==> src/rtl/alarm_ctrl_if.sv <==
// alarm_ctrl_if: bundles the key pulses, the comparator feedback and the
// alarm time/enable/status outputs of alarm_ctrl.
//   master : key-pulse / comparator side (drives keys and alerm_output)
//   slave  : alarm_ctrl (drives alerm_data, alerm_enable, edit_field,
//            ringing, snooze_count)
interface alarm_ctrl_if #(
    parameter int data_width = 18
);
    logic                  key_mode;
    logic                  key_inc;
    logic                  key_snooze;
    logic                  alerm_output;
    logic [data_width-1:0] alerm_data;
    logic                  alerm_enable;
    logic [1:0]            edit_field;
    logic                  ringing;
    logic [1:0]            snooze_count;

    modport master (
        output key_mode, key_inc, key_snooze, alerm_output,
        input  alerm_data, alerm_enable, edit_field, ringing, snooze_count
    );

    modport slave (
        input  key_mode, key_inc, key_snooze, alerm_output,
        output alerm_data, alerm_enable, edit_field, ringing, snooze_count
    );
endinterface

==> src/rtl/alarm_ctrl.sv <==
// alarm_ctrl: alarm time editor, arm/disarm switch and snooze/dismiss
// controller sitting between the key-pulse logic and the alarm comparator.
// Ports:
//   clock  - system clock
//   reset  - synchronous, active-high
//   bus    - alarm_ctrl_if.slave: key_mode/key_inc/key_snooze pulses and
//            alerm_output in; alerm_data, alerm_enable, edit_field,
//            ringing, snooze_count out (all registered)
//
// state        | meaning
// -------------+--------------------------------------------------------
// S_IDLE       | disarmed, waiting for edit or arm
// S_EDIT_HOUR  | key_inc bumps the hour field
// S_EDIT_MIN   | key_inc bumps the minute field
// S_ARMED      | enable high, waiting for the comparator to ring
// S_RINGING    | alarm sounding, snooze/dismiss accepted
// S_RELEASE    | enable low until the comparator drops alerm_output
module alarm_ctrl #(
    parameter int                    data_width    = 18,
    parameter logic [data_width-1:0] default_alarm = 18'h07000,
    parameter int                    snooze_min    = 5,
    parameter int                    max_snooze    = 3
) (
    input  logic         clock,
    input  logic         reset,
    alarm_ctrl_if.slave  bus
);

    localparam logic [2:0] S_IDLE      = 3'd0;
    localparam logic [2:0] S_EDIT_HOUR = 3'd1;
    localparam logic [2:0] S_EDIT_MIN  = 3'd2;
    localparam logic [2:0] S_ARMED     = 3'd3;
    localparam logic [2:0] S_RINGING   = 3'd4;
    localparam logic [2:0] S_RELEASE   = 3'd5;

    logic [2:0]            state_q, state_nx;
    logic [data_width-1:0] data_q, data_nx;
    logic [data_width-1:0] base_q, base_nx;
    logic [1:0]            cnt_q, cnt_nx;
    logic                  enable_q;
    logic [1:0]            field_q;
    logic                  ringing_q;

    logic [5:0] hour, minute;
    logic [5:0] hour_inc, minute_inc;
    logic [6:0] minute_sum;
    logic       snz_carry;
    logic [5:0] minute_snz, hour_snz;
    logic       snooze_ok;

    assign hour   = data_q[17:12];
    assign minute = data_q[11:6];

    assign hour_inc   = (hour >= 6'd23)   ? 6'd0 : hour + 6'd1;
    assign minute_inc = (minute >= 6'd59) ? 6'd0 : minute + 6'd1;

    // Snooze add: at most one carry since snooze_min is below 60.
    assign minute_sum = {1'b0, minute} + 7'(snooze_min);
    assign snz_carry  = (minute_sum >= 7'd60);
    assign minute_snz = snz_carry ? 6'(minute_sum - 7'd60) : minute_sum[5:0];
    assign hour_snz   = snz_carry ? hour_inc : hour;

    assign snooze_ok = (cnt_q < 2'(max_snooze));

    always_comb begin
        state_nx = state_q;
        data_nx  = data_q;
        base_nx  = base_q;
        cnt_nx   = cnt_q;
        case (state_q)
            S_IDLE: begin
                if (bus.key_mode)      state_nx = S_EDIT_HOUR;
                else if (bus.key_inc)  state_nx = S_ARMED;
            end
            S_EDIT_HOUR: begin
                if (bus.key_mode)      state_nx = S_EDIT_MIN;
                else if (bus.key_inc)  data_nx  = {hour_inc, data_q[11:0]};
            end
            S_EDIT_MIN: begin
                if (bus.key_mode) begin
                    // The edited time becomes the dismiss target.
                    data_nx  = {data_q[17:6], 6'd0};
                    base_nx  = {data_q[17:6], 6'd0};
                    state_nx = S_ARMED;
                end else if (bus.key_inc) begin
                    data_nx = {hour, minute_inc, data_q[5:0]};
                end
            end
            S_ARMED: begin
                if (bus.alerm_output)  state_nx = S_RINGING;
                else if (bus.key_mode) state_nx = S_EDIT_HOUR;
                else if (bus.key_inc)  state_nx = S_IDLE;
            end
            S_RINGING: begin
                if (bus.key_snooze && snooze_ok) begin
                    data_nx  = {hour_snz, minute_snz, data_q[5:0]};
                    cnt_nx   = cnt_q + 2'd1;
                    state_nx = S_RELEASE;
                end else if (bus.key_mode || bus.key_snooze) begin
                    data_nx  = base_q;
                    cnt_nx   = 2'd0;
                    state_nx = S_RELEASE;
                end else if (!bus.alerm_output) begin
                    state_nx = S_ARMED;
                end
            end
            S_RELEASE: begin
                if (!bus.alerm_output) state_nx = S_ARMED;
            end
            default: state_nx = S_IDLE;
        endcase
    end

    // Status outputs are registered from the next state so they change on
    // the same edge as the state itself.
    always_ff @(posedge clock) begin
        if (reset) begin
            state_q   <= S_IDLE;
            data_q    <= default_alarm;
            base_q    <= default_alarm;
            cnt_q     <= 2'd0;
            enable_q  <= 1'b0;
            field_q   <= 2'd0;
            ringing_q <= 1'b0;
        end else begin
            state_q   <= state_nx;
            data_q    <= data_nx;
            base_q    <= base_nx;
            cnt_q     <= cnt_nx;
            enable_q  <= (state_nx == S_ARMED) || (state_nx == S_RINGING);
            field_q   <= (state_nx == S_EDIT_HOUR) ? 2'd1 :
                         (state_nx == S_EDIT_MIN)  ? 2'd2 : 2'd0;
            ringing_q <= (state_nx == S_RINGING);
        end
    end

    assign bus.alerm_data   = data_q;
    assign bus.alerm_enable = enable_q;
    assign bus.edit_field   = field_q;
    assign bus.ringing      = ringing_q;
    assign bus.snooze_count = cnt_q;

endmodule

==> src/flat_wrapper.sv <==
// flat-port wrapper written by rule: the top's interface ports become plain ports
module alarm_ctrl_flat 
#(
    parameter int                    data_width    = 18,
    parameter logic [data_width-1:0] default_alarm = 18'h07000,
    parameter int                    snooze_min    = 5,
    parameter int                    max_snooze    = 3
)
  (clock, reset, bus_key_mode, bus_key_inc, bus_key_snooze, bus_alerm_output, bus_alerm_data, bus_alerm_enable, bus_edit_field, bus_ringing, bus_snooze_count);
  alarm_ctrl_if #(.data_width(data_width)) bus_i ();
  input  logic clock;
  input  logic reset;
  input wire logic [$bits(bus_i.key_mode)-1:0] bus_key_mode;
  input wire logic [$bits(bus_i.key_inc)-1:0] bus_key_inc;
  input wire logic [$bits(bus_i.key_snooze)-1:0] bus_key_snooze;
  input wire logic [$bits(bus_i.alerm_output)-1:0] bus_alerm_output;
  output wire logic [$bits(bus_i.alerm_data)-1:0] bus_alerm_data;
  output wire logic [$bits(bus_i.alerm_enable)-1:0] bus_alerm_enable;
  output wire logic [$bits(bus_i.edit_field)-1:0] bus_edit_field;
  output wire logic [$bits(bus_i.ringing)-1:0] bus_ringing;
  output wire logic [$bits(bus_i.snooze_count)-1:0] bus_snooze_count;
  assign bus_i.key_mode = bus_key_mode;
  assign bus_i.key_inc = bus_key_inc;
  assign bus_i.key_snooze = bus_key_snooze;
  assign bus_i.alerm_output = bus_alerm_output;
  assign bus_alerm_data = bus_i.alerm_data;
  assign bus_alerm_enable = bus_i.alerm_enable;
  assign bus_edit_field = bus_i.edit_field;
  assign bus_ringing = bus_i.ringing;
  assign bus_snooze_count = bus_i.snooze_count;
  alarm_ctrl #(.data_width(data_width), .default_alarm(default_alarm), .snooze_min(snooze_min), .max_snooze(max_snooze)) u_core (.clock(clock), .reset(reset), .bus(bus_i));
endmodule
==> config.mk <==
export PLATFORM = sky130hd
export DESIGN_NAME = alarm_ctrl_flat
export DESIGN_NICKNAME = d
export VERILOG_FILES = /design/src/rtl/alarm_ctrl_if.sv /design/src/rtl/alarm_ctrl.sv /design/src/flat_wrapper.sv
export SDC_FILE = /design/constraint.sdc
export NUM_CORES = 1
export LEC_CHECK = 0
export ABC_CLOCK_PERIOD_IN_PS = 2500
export CORE_MARGIN = 10
export CORE_UTILIZATION = 49
export CTS_CLUSTER_DIAMETER = 120
export CTS_CLUSTER_SIZE = 8
export DETAILED_ROUTE_END_ITERATION = 8
export PLACE_DENSITY = 0.86
export SLEW_MARGIN = 20
export SYNTH_ARGS = -nofsm -noshare
export SYNTH_HDL_FRONTEND = slang
export SYNTH_SLANG_ARGS = --single-unit
export TNS_END_PERCENT = 5
==> constraint.sdc <==
create_clock -name clock -period 2.5 [get_ports clock]
set_input_delay 0.75 -clock clock [delete_from_list [all_inputs] [get_ports clock]]
set_output_delay 0.75 -clock clock [all_outputs]
set_load 0.1 [all_outputs]
==> out/qor_table.md, run 1 <==
| Metric | This run |
|:---|:---|
| Flip-flop and latch count after synthesis | 33 |
| Average routed wire per standard cell | 16.1 um |
| Static Leak | 1.04 nW |
| Insertion delay to the later sink of the worst-skew pair | 0.29 ns |
| Post-DP HPWL | 4200 um |
| Number of detailed-routing iterations run before antenna repair | 5 |
| Placer congestion estimate | 0.936 |
| Synth top area share | 32.1% |
| Overall die area | 0.00719 mm^2 |
| Final Hold Fails | 0 |
| Start point of the worst min-delay path | u_core.base_q[11] |
| Pin count of the biggest net entering global routing | 23 |
| Layout area overhead | 28.8% |
| Drt initial violations | 206 |
| Result of the run | finished, final reports clean |
| Post-synth EDFFs | 0 |
| Arrival time at the worst endpoint | 2.57 ns |
| Proportion of synthesized flip-flops having asynchronous set or reset | 0% |
| CTS tree | built |
| Final core area utilization | 65.7% |
| Residual DRC count | 0 |
| RR Startpoint | u_core.bus.alerm_data[7] |
| Fin. max-slew vios | 0 |
| Worst setup timing slack at the placement stage | -0.323 ns |
| Number of vias in the routed layout | 2213 |
| Core region area | 0.00403 mm^2 |
| Reg2Reg Depth | 8 |
| Endpoint of the worst hold-timing path | u_core.base_q[11] |
| Site row count | 23 |
| CTS sink count | 33 |
| Antenna violations before repair | 0 |
| CP cell instances | ha_4 > xnor2_4 > ha_2 > nand3_1 > mux2_2 > and4_1 > a211o_1 > a221o_1 |
| CP Class | register to register |
| Maximum fanout along the worst path | 9 |
| Post-synthesis cell type with the largest combined area | dfxtp_1 |
| Crit path time final | 2.39 ns |
| Main flop type after synthesis | dfxtp_1 |
| Reported max-cap violation count | 0 |
| Kind of end point of the critical path | register |
| Residual antenna-violating net count after detailed routing | 0 |
| Cell area after synthesis | 0.00206 mm^2 |
| Sequential cell area fraction in the yosys report | 32.1% |
| Die width | 84.8 um |
| Antenna diode count | 0 |
| Clock transition time at the flip-flop clock pins of the worst setup and hold paths | 0.07 ns |
| Library cells used by synthesis | 63 |
| Post-Layout Inst Area | 0.00265 mm^2 |
| Worst-case headroom to the max-slew limit | 53.0% |
| Clock Skew | 0.00549 ns |
| Vias in the first global route | 1992 |
| First-pass GRT wire length | 9580 um |
| Initial cell density of the core | 51.1% |
| Total congestion overflow | 0 |
| Fraction of final layout cells sized beyond drive strength 1 | 27.8% |
| Pin slew with the least headroom to its limit | 0.694 ns |
| Standard cell with the maximum stage delay on the critical path | dfxtp_4 |
| WL final | 5860 um |
| Clock Tree Root | clkbuf_8 |
| Count of boundary I/O pins | 30 |
| # setup viols final | 0 |
| Net count of the finished layout | 323 |
| Setup TNS | 0 ns |
| Commonest non-fill, non-tap cells in the layout | buf_4, nand2_1, dfxtp_1 |
| Worst hold path stage count | 2 |
| Top achievable clock speed | 419 MHz |
| Synthesized area per cell | 7.79 um^2 |
| Worst hold-check path type | register to register |
| Die Span Y | 84.8 um |
| Most common cell after layout, fill and taps aside | buf_4 |
| Total routing usage reported by global routing | 15.7% |
| Clock buffers created by TritonCTS | 5 |
| Reg-to-reg endpoint | u_core.bus.alerm_data[14] |
| Maximum count of clock buffers along a single path | 2 |
| Hold bufs inserted after CTS | 0 |
| Cell area after placement | 0.00246 mm^2 |
| Data required time of the critical path | 2.68 ns |
| Worst path setup slack after routing | 0.114 ns |
| Pwr Density | 552 mW/mm^2 |
| Largest vdd supply drop | 383 uV |
| Number of port buffers | 23 |
| Reg2Reg Setup Slack | 0.11 ns |
| Unrepaired setup endpoints after global routing | no |
| Yosys warning total | 0 |
| Avg Vias per Cell | 6.10 |
| Cell types occupying the most area after synthesis | dfxtp_1, nand2_1, a21oi_1 |
| Part of the cycle the worst path needs | 95.4% |
| Sort of element at the start of the critical path | register |
| CP peak stage delay | 0.42 ns |
| CTS H-Tree Depth | 2 |
| Gate count of the mapped netlist | 264 |
-- sequential cells by signal, summed over array words and instances, names as in the netlist --
name and cells:
u_core.base_q 12, u_core.bus.alerm_data 12, u_core.state_q 3, u_core.bus.edit_field 2
u_core.bus.snooze_count 2, u_core.bus.alerm_enable 1, u_core.bus.ringing 1
-- worst max-delay path by stage --
stage,start,endpoint,slack (ns),depth (start not counted)
after floorplan,u_core.bus.alerm_data[9],u_core.bus.alerm_data[14],0.006,8
final,u_core.bus.alerm_data[7],u_core.bus.alerm_data[14],0.11,8
after global placement,bus_key_mode,u_core.bus.alerm_data[14],-0.29,6
after CTS,bus_key_mode,u_core.bus.alerm_data[14],0.01,6
after detailed placement,bus_key_mode,u_core.bus.alerm_data[14],-0.32,6
after global routing,u_core.bus.alerm_data[7],u_core.bus.alerm_data[14],0.01,8
-- where the power goes --
part	internal, W	leakage, nW	switching [W]	total, W
Clock	0.000192	0.0439	0.000206	0.000398
Sequential	0.000552	0.273	0.0000347	0.000587
Combinational	0.000149	0.728	0.000327	0.000476
Total	0.000893	1.04	0.000568	0.00146
-- stage by stage --
stage / total power (W) / cells / hold slack [ns]
final: 0.00146 / 363 / 0.457
after global routing: 0.00153 / 363 / 0.476
after floorplan: 0.000945 / 269 / 0.433
after global placement: 0.00105 / 348 / 0.444
after detailed placement: 0.00105 / 348 / 0.448
after CTS: 0.00145 / 356 / 0.458
-- per-layer routing --
metal / vias up / routed length [um] / track usage [%]
li1: 1062 / - / -
met1: 1046 / 2600 / 20.1
met2: 88 / 2750 / 24.1
met3: 17 / 375 / 4.15
met4: 0 / 137 / 6.59
met5: - / 0 / 0
-- what timing repair did --
| action | CTS | global route |
|---|---|---|
| buffers inserted | 0 | 7 |
| pin swaps | 1 | 5 |
| endpoints found under the setup margin | 2 | 4 |
| gates cloned | 0 | 0 |
| resized for setup | 1 | 8 |
-- cell families (layout without fill, tap and decap cells) --
family                   Yosys count  after routing  synth area share, %
other                              1              6                0.182
adder cells (fa/ha/maj)            5              5                 3.04
AO/OA/AOI/OAI                     81             81                 28.2
multiplexers                       2              2                 1.09
buffers and inverters             32             76                 7.72
XOR/XNOR                           6              6                 2.56
AND/OR/NAND/NOR                  104            104                 25.1
flip-flops                        33             33                 32.1
-- synth_stat cells, types with 4 or more instances --
master	number
nand2_1	37
dfxtp_1	33
a21oi_1	22
nor2_1	18
o21ai_0	11
nand3_1	10
clkbuf_1	8
inv_1	8
nor3_1	8
a211oi_1	6
buf_2	6
buf_4	6
ha_1	5
nand2b_1	5
a221oi_1	4
nor2b_1	4
o2111ai_1	4
-- cell type report --
type	count	area, um^2
clock buffer	5	68.8
sequential	33	678
timing repair buffer	59	460
multi-input combinational	204	1330
clock inverter	3	17.5
fill	353	1380
inverter	9	33.8
tap	50	62.6
-- critical path, delay by kind of cell, from the launching register on --
family | cells | cell delay, ns
AO/OA/AOI/OAI | 2 | 0.59
XOR/XNOR | 1 | 0.14
adder cells (fa/ha/maj) | 2 | 0.45
flip-flops | 1 | 0.42
multiplexers | 1 | 0.33
AND/OR/NAND/NOR | 2 | 0.32
No activity file was read; power rests on OpenSTA's default activity.
==> run 2, diff against run 1 <==
Settings changed: GPL_TIMING_DRIVEN set to 0.
==> run 2 against run 1 <==
Net effect:
- clock power rose by 23%
- global-route usage rose by 1.5 points
- wire length rose by 4.2%
- combinational power rose by 1%
- sequential share of layout area rose by 0.097 points
- largest cell class unchanged
- worst setup slack got worse by 0.058 ns
- register-to-register slack got worse by 0.06 ns
- cell count fell by 2.2%
- clock skew barely moved
- count of clock-buffer cells in the layout rose by 3
==> out/qor_table.md, run 2 (synthesis gave the netlist of run 1 again) <==
| Metric | This run | Delta |
|:---|:---|:---|
| Fin. max-slew vios | 0 | unchanged |
| DRT met1 WL | 2530 um | -2.5% |
| CTS tree | built |  |
| Worst hold-check path type | register to register |  |
| Cell with the most instances on the worst path | a221o_1 |  |
| CP peak stage delay | 0.50 ns | +0.08 ns |
| Insertion delay to the later sink of the worst-skew pair | 0.29 ns | about the same |
| Met3 wire length | 531 um | +42% |
| Worst setup timing slack at the placement stage | -0.434 ns | -0.112 ns |
| Pin slew with the least headroom to its limit | 0.970 ns | +0.275 ns |
| Initial cell density of the core | 51.1% | unchanged |
| Number of port buffers | 22 | -4.3% |
| Kind of end point of the critical path | register |  |
| Static Leak | 1.08 nW | +3.5% |
| Avg Vias per Cell | 6.09 | about the same |
| Residual DRC count | 0 | unchanged |
| Die Span Y | 84.8 um | unchanged |
| Arrival time at the worst endpoint | 2.63 ns | +0.06 ns |
| Unrepaired setup endpoints after global routing | yes |  |
| Number of fill cells in the layout | 356 | +0.85% |
| Vias in the first global route | 2101 | +5.5% |
| Clock Skew | 0.00505 ns | -0.000440 ns |
| Most common cell after layout, fill and taps aside | nand2_1 |  |
| Buf+Inv Stages, Crit Path | 1 | +1 |
| Pwr Density | 587 mW/mm^2 | +6.4% |
| Final Hold Fails | 0 | unchanged |
| Maximum fanout along the worst path | 6 | -3 |
| Reg2Reg Depth | 9 | +1 |
| Site row count | 23 | unchanged |
| Average routed wire per standard cell | 17.2 um | +6.6% |
| Result of the run | finished, final reports clean |  |
| Number of vias in the routed layout | 2163 | -2.3% |
| First-pass GRT wire length | 10300 um | +7.8% |
| Die width | 84.8 um | unchanged |
| Top achievable clock speed | 409 MHz | -2.4% |
| Commonest non-fill, non-tap cells in the layout | nand2_1, dfxtp_1, a21oi_1 |  |
| WL final | 6110 um | +4.2% |
| Residual antenna-violating net count after detailed routing | 0 | unchanged |
| Reported max-cap violation count | 0 | unchanged |
| Area of the multi-input gates | 0.00135 mm^2 | +2.0% |
| Net count of the finished layout | 315 | -2.5% |
| Hold bufs inserted after CTS | 0 | unchanged |
| CP Class | primary input to register |  |
| Drt initial violations | 316 | +53% |
| Layout area overhead | 28.3% |  |
| Data required time of the critical path | 2.68 ns | about the same |
| Placer congestion estimate | 0.977 | +4.4% |
| Overall die area | 0.00719 mm^2 | unchanged |
| Antenna diode count | 0 | unchanged |
| Clock buffers created by TritonCTS | 5 | unchanged |
| Total congestion overflow | 0 | unchanged |
| CTS sink count | 33 | unchanged |
| Largest vdd supply drop | 483 uV | +26% |
| Detail Route met2 WL | 2990 um | +8.7% |
| CTS H-Tree Depth | 2 | unchanged |
| # setup viols final | 0 | unchanged |
| Final core area utilization | 65.5% | -0.25 points |
| Number of detailed-routing iterations run before antenna repair | 5 | unchanged |
| Core region area | 0.00403 mm^2 | unchanged |
| Maximum count of clock buffers along a single path | 2 | unchanged |
| Standard cell with the maximum stage delay on the critical path | clkdlybuf4s50_1 |  |
| Delay-heaviest family, CP | compound AO/OA/AOI/OAI gates |  |
| Worst path setup slack after routing | 0.0557 ns | -0.0581 ns |
| Antenna violations before repair | 0 | unchanged |
| Part of the cycle the worst path needs | 97.8% | +2.3 points |
| Post-DP HPWL | 4240 um | +0.89% |
| Fraction of final layout cells sized beyond drive strength 1 | 19.0% | -8.8 points |
| Clock Tree Root | clkbuf_8 |  |
| Highest routed metal layer | met4 |  |
| Count of boundary I/O pins | 30 | unchanged |
| Register Area | 678 um^2 | unchanged |
| Pin count of the biggest net entering global routing | 12 | -48% |
| Total routing usage reported by global routing | 17.2% | +1.5 points |
| CP cell instances | clkdlybuf4s50_1 > nor2b_2 > and3_4 > a221o_1 > a211o_1 > a221o_1 |  |
| Worst hold slack across all endpoints | 0.455 ns | -0.00165 ns |
| Worst hold path stage count | 2 | unchanged |
| Tot Pwr | 0.00155 W | +6.0% |
| Sort of element at the start of the critical path | primary input |  |
| Crit path time final | 2.44 ns | +0.0581 ns |
| Worst-case headroom to the max-slew limit | 35.2% | -18 points |
| Number of stages on the worst setup path | 6 | -2 |
| Clock transition time at the flip-flop clock pins of the worst setup and hold paths | 0.07 ns | about the same |
## run 2: path summary, 6_finish.rpt
path	startpoint	end	slack (ns)
min	u_core.base_q[7]	u_core.base_q[7]	0.46
max	bus_key_snooze	u_core.bus.alerm_data[14]	0.06
max reg2reg	u_core.bus.alerm_data[7]	u_core.bus.alerm_data[14]	0.06
min reg2reg	u_core.base_q[7]	u_core.base_q[7]	0.46
## run 2: worst register-to-register path, delay by kind of cell, from the launching register on
kind | cells | cell delay, ns
simple gates | 2 | 0.30
xor+xnor | 1 | 0.21
flops | 1 | 0.39
compound gates | 2 | 0.60
mux | 1 | 0.32
buf+inv | 1 | 0.17
fa+ha+maj | 2 | 0.34
## run 2: where the power goes
part / switching (W) / leakage [nW] / internal [W]
Combinational: 0.000343 / 0.753 / 0.000139
Clock: 0.000204 / 0.0566 / 0.000285
Sequential: 0.0000246 / 0.273 / 0.000552
## run 2: cell type report
cell class / instances / share of cell area [%]
plain buffers: 22 / 5.03
inverters: 9 / 1.28
multi-input cells: 204 / 51.3
clock buffers: 8 / 4.22
flip-flops and latches: 33 / 25.7
well taps: 50 / 2.37
repair buffers: 29 / 10.1
## run 2: what timing repair did
action	4_1_cts	5_1_grt
pin swaps	1	4
gates cloned	0	0
setup endpoints to repair	21	13
resized for setup	21	14
buffers inserted	0	7
## run 2: per-stage QoR
stage / std cells / cell area (um^2) / setup TNS [ns]
final: 355 / 2640 / 0
after global routing: 355 / 2640 / -0.0480
after CTS: 349 / 2540 / -0.0475
after detailed placement: 341 / 2410 / -3.74
after global placement: 341 / 2410 / -3.74
after floorplan: 269 / 2120 / 0
## run 2: routing by layer
| metal | up-vias | global-route usage (%) |
|---|---|---|
| met5 | - | 0 |
| met4 | 0 | 5.24 |
| met3 | 7 | 5.51 |
| met2 | 92 | 27.9 |
| met1 | 1020 | 21.1 |
| li1 | 1044 | - |
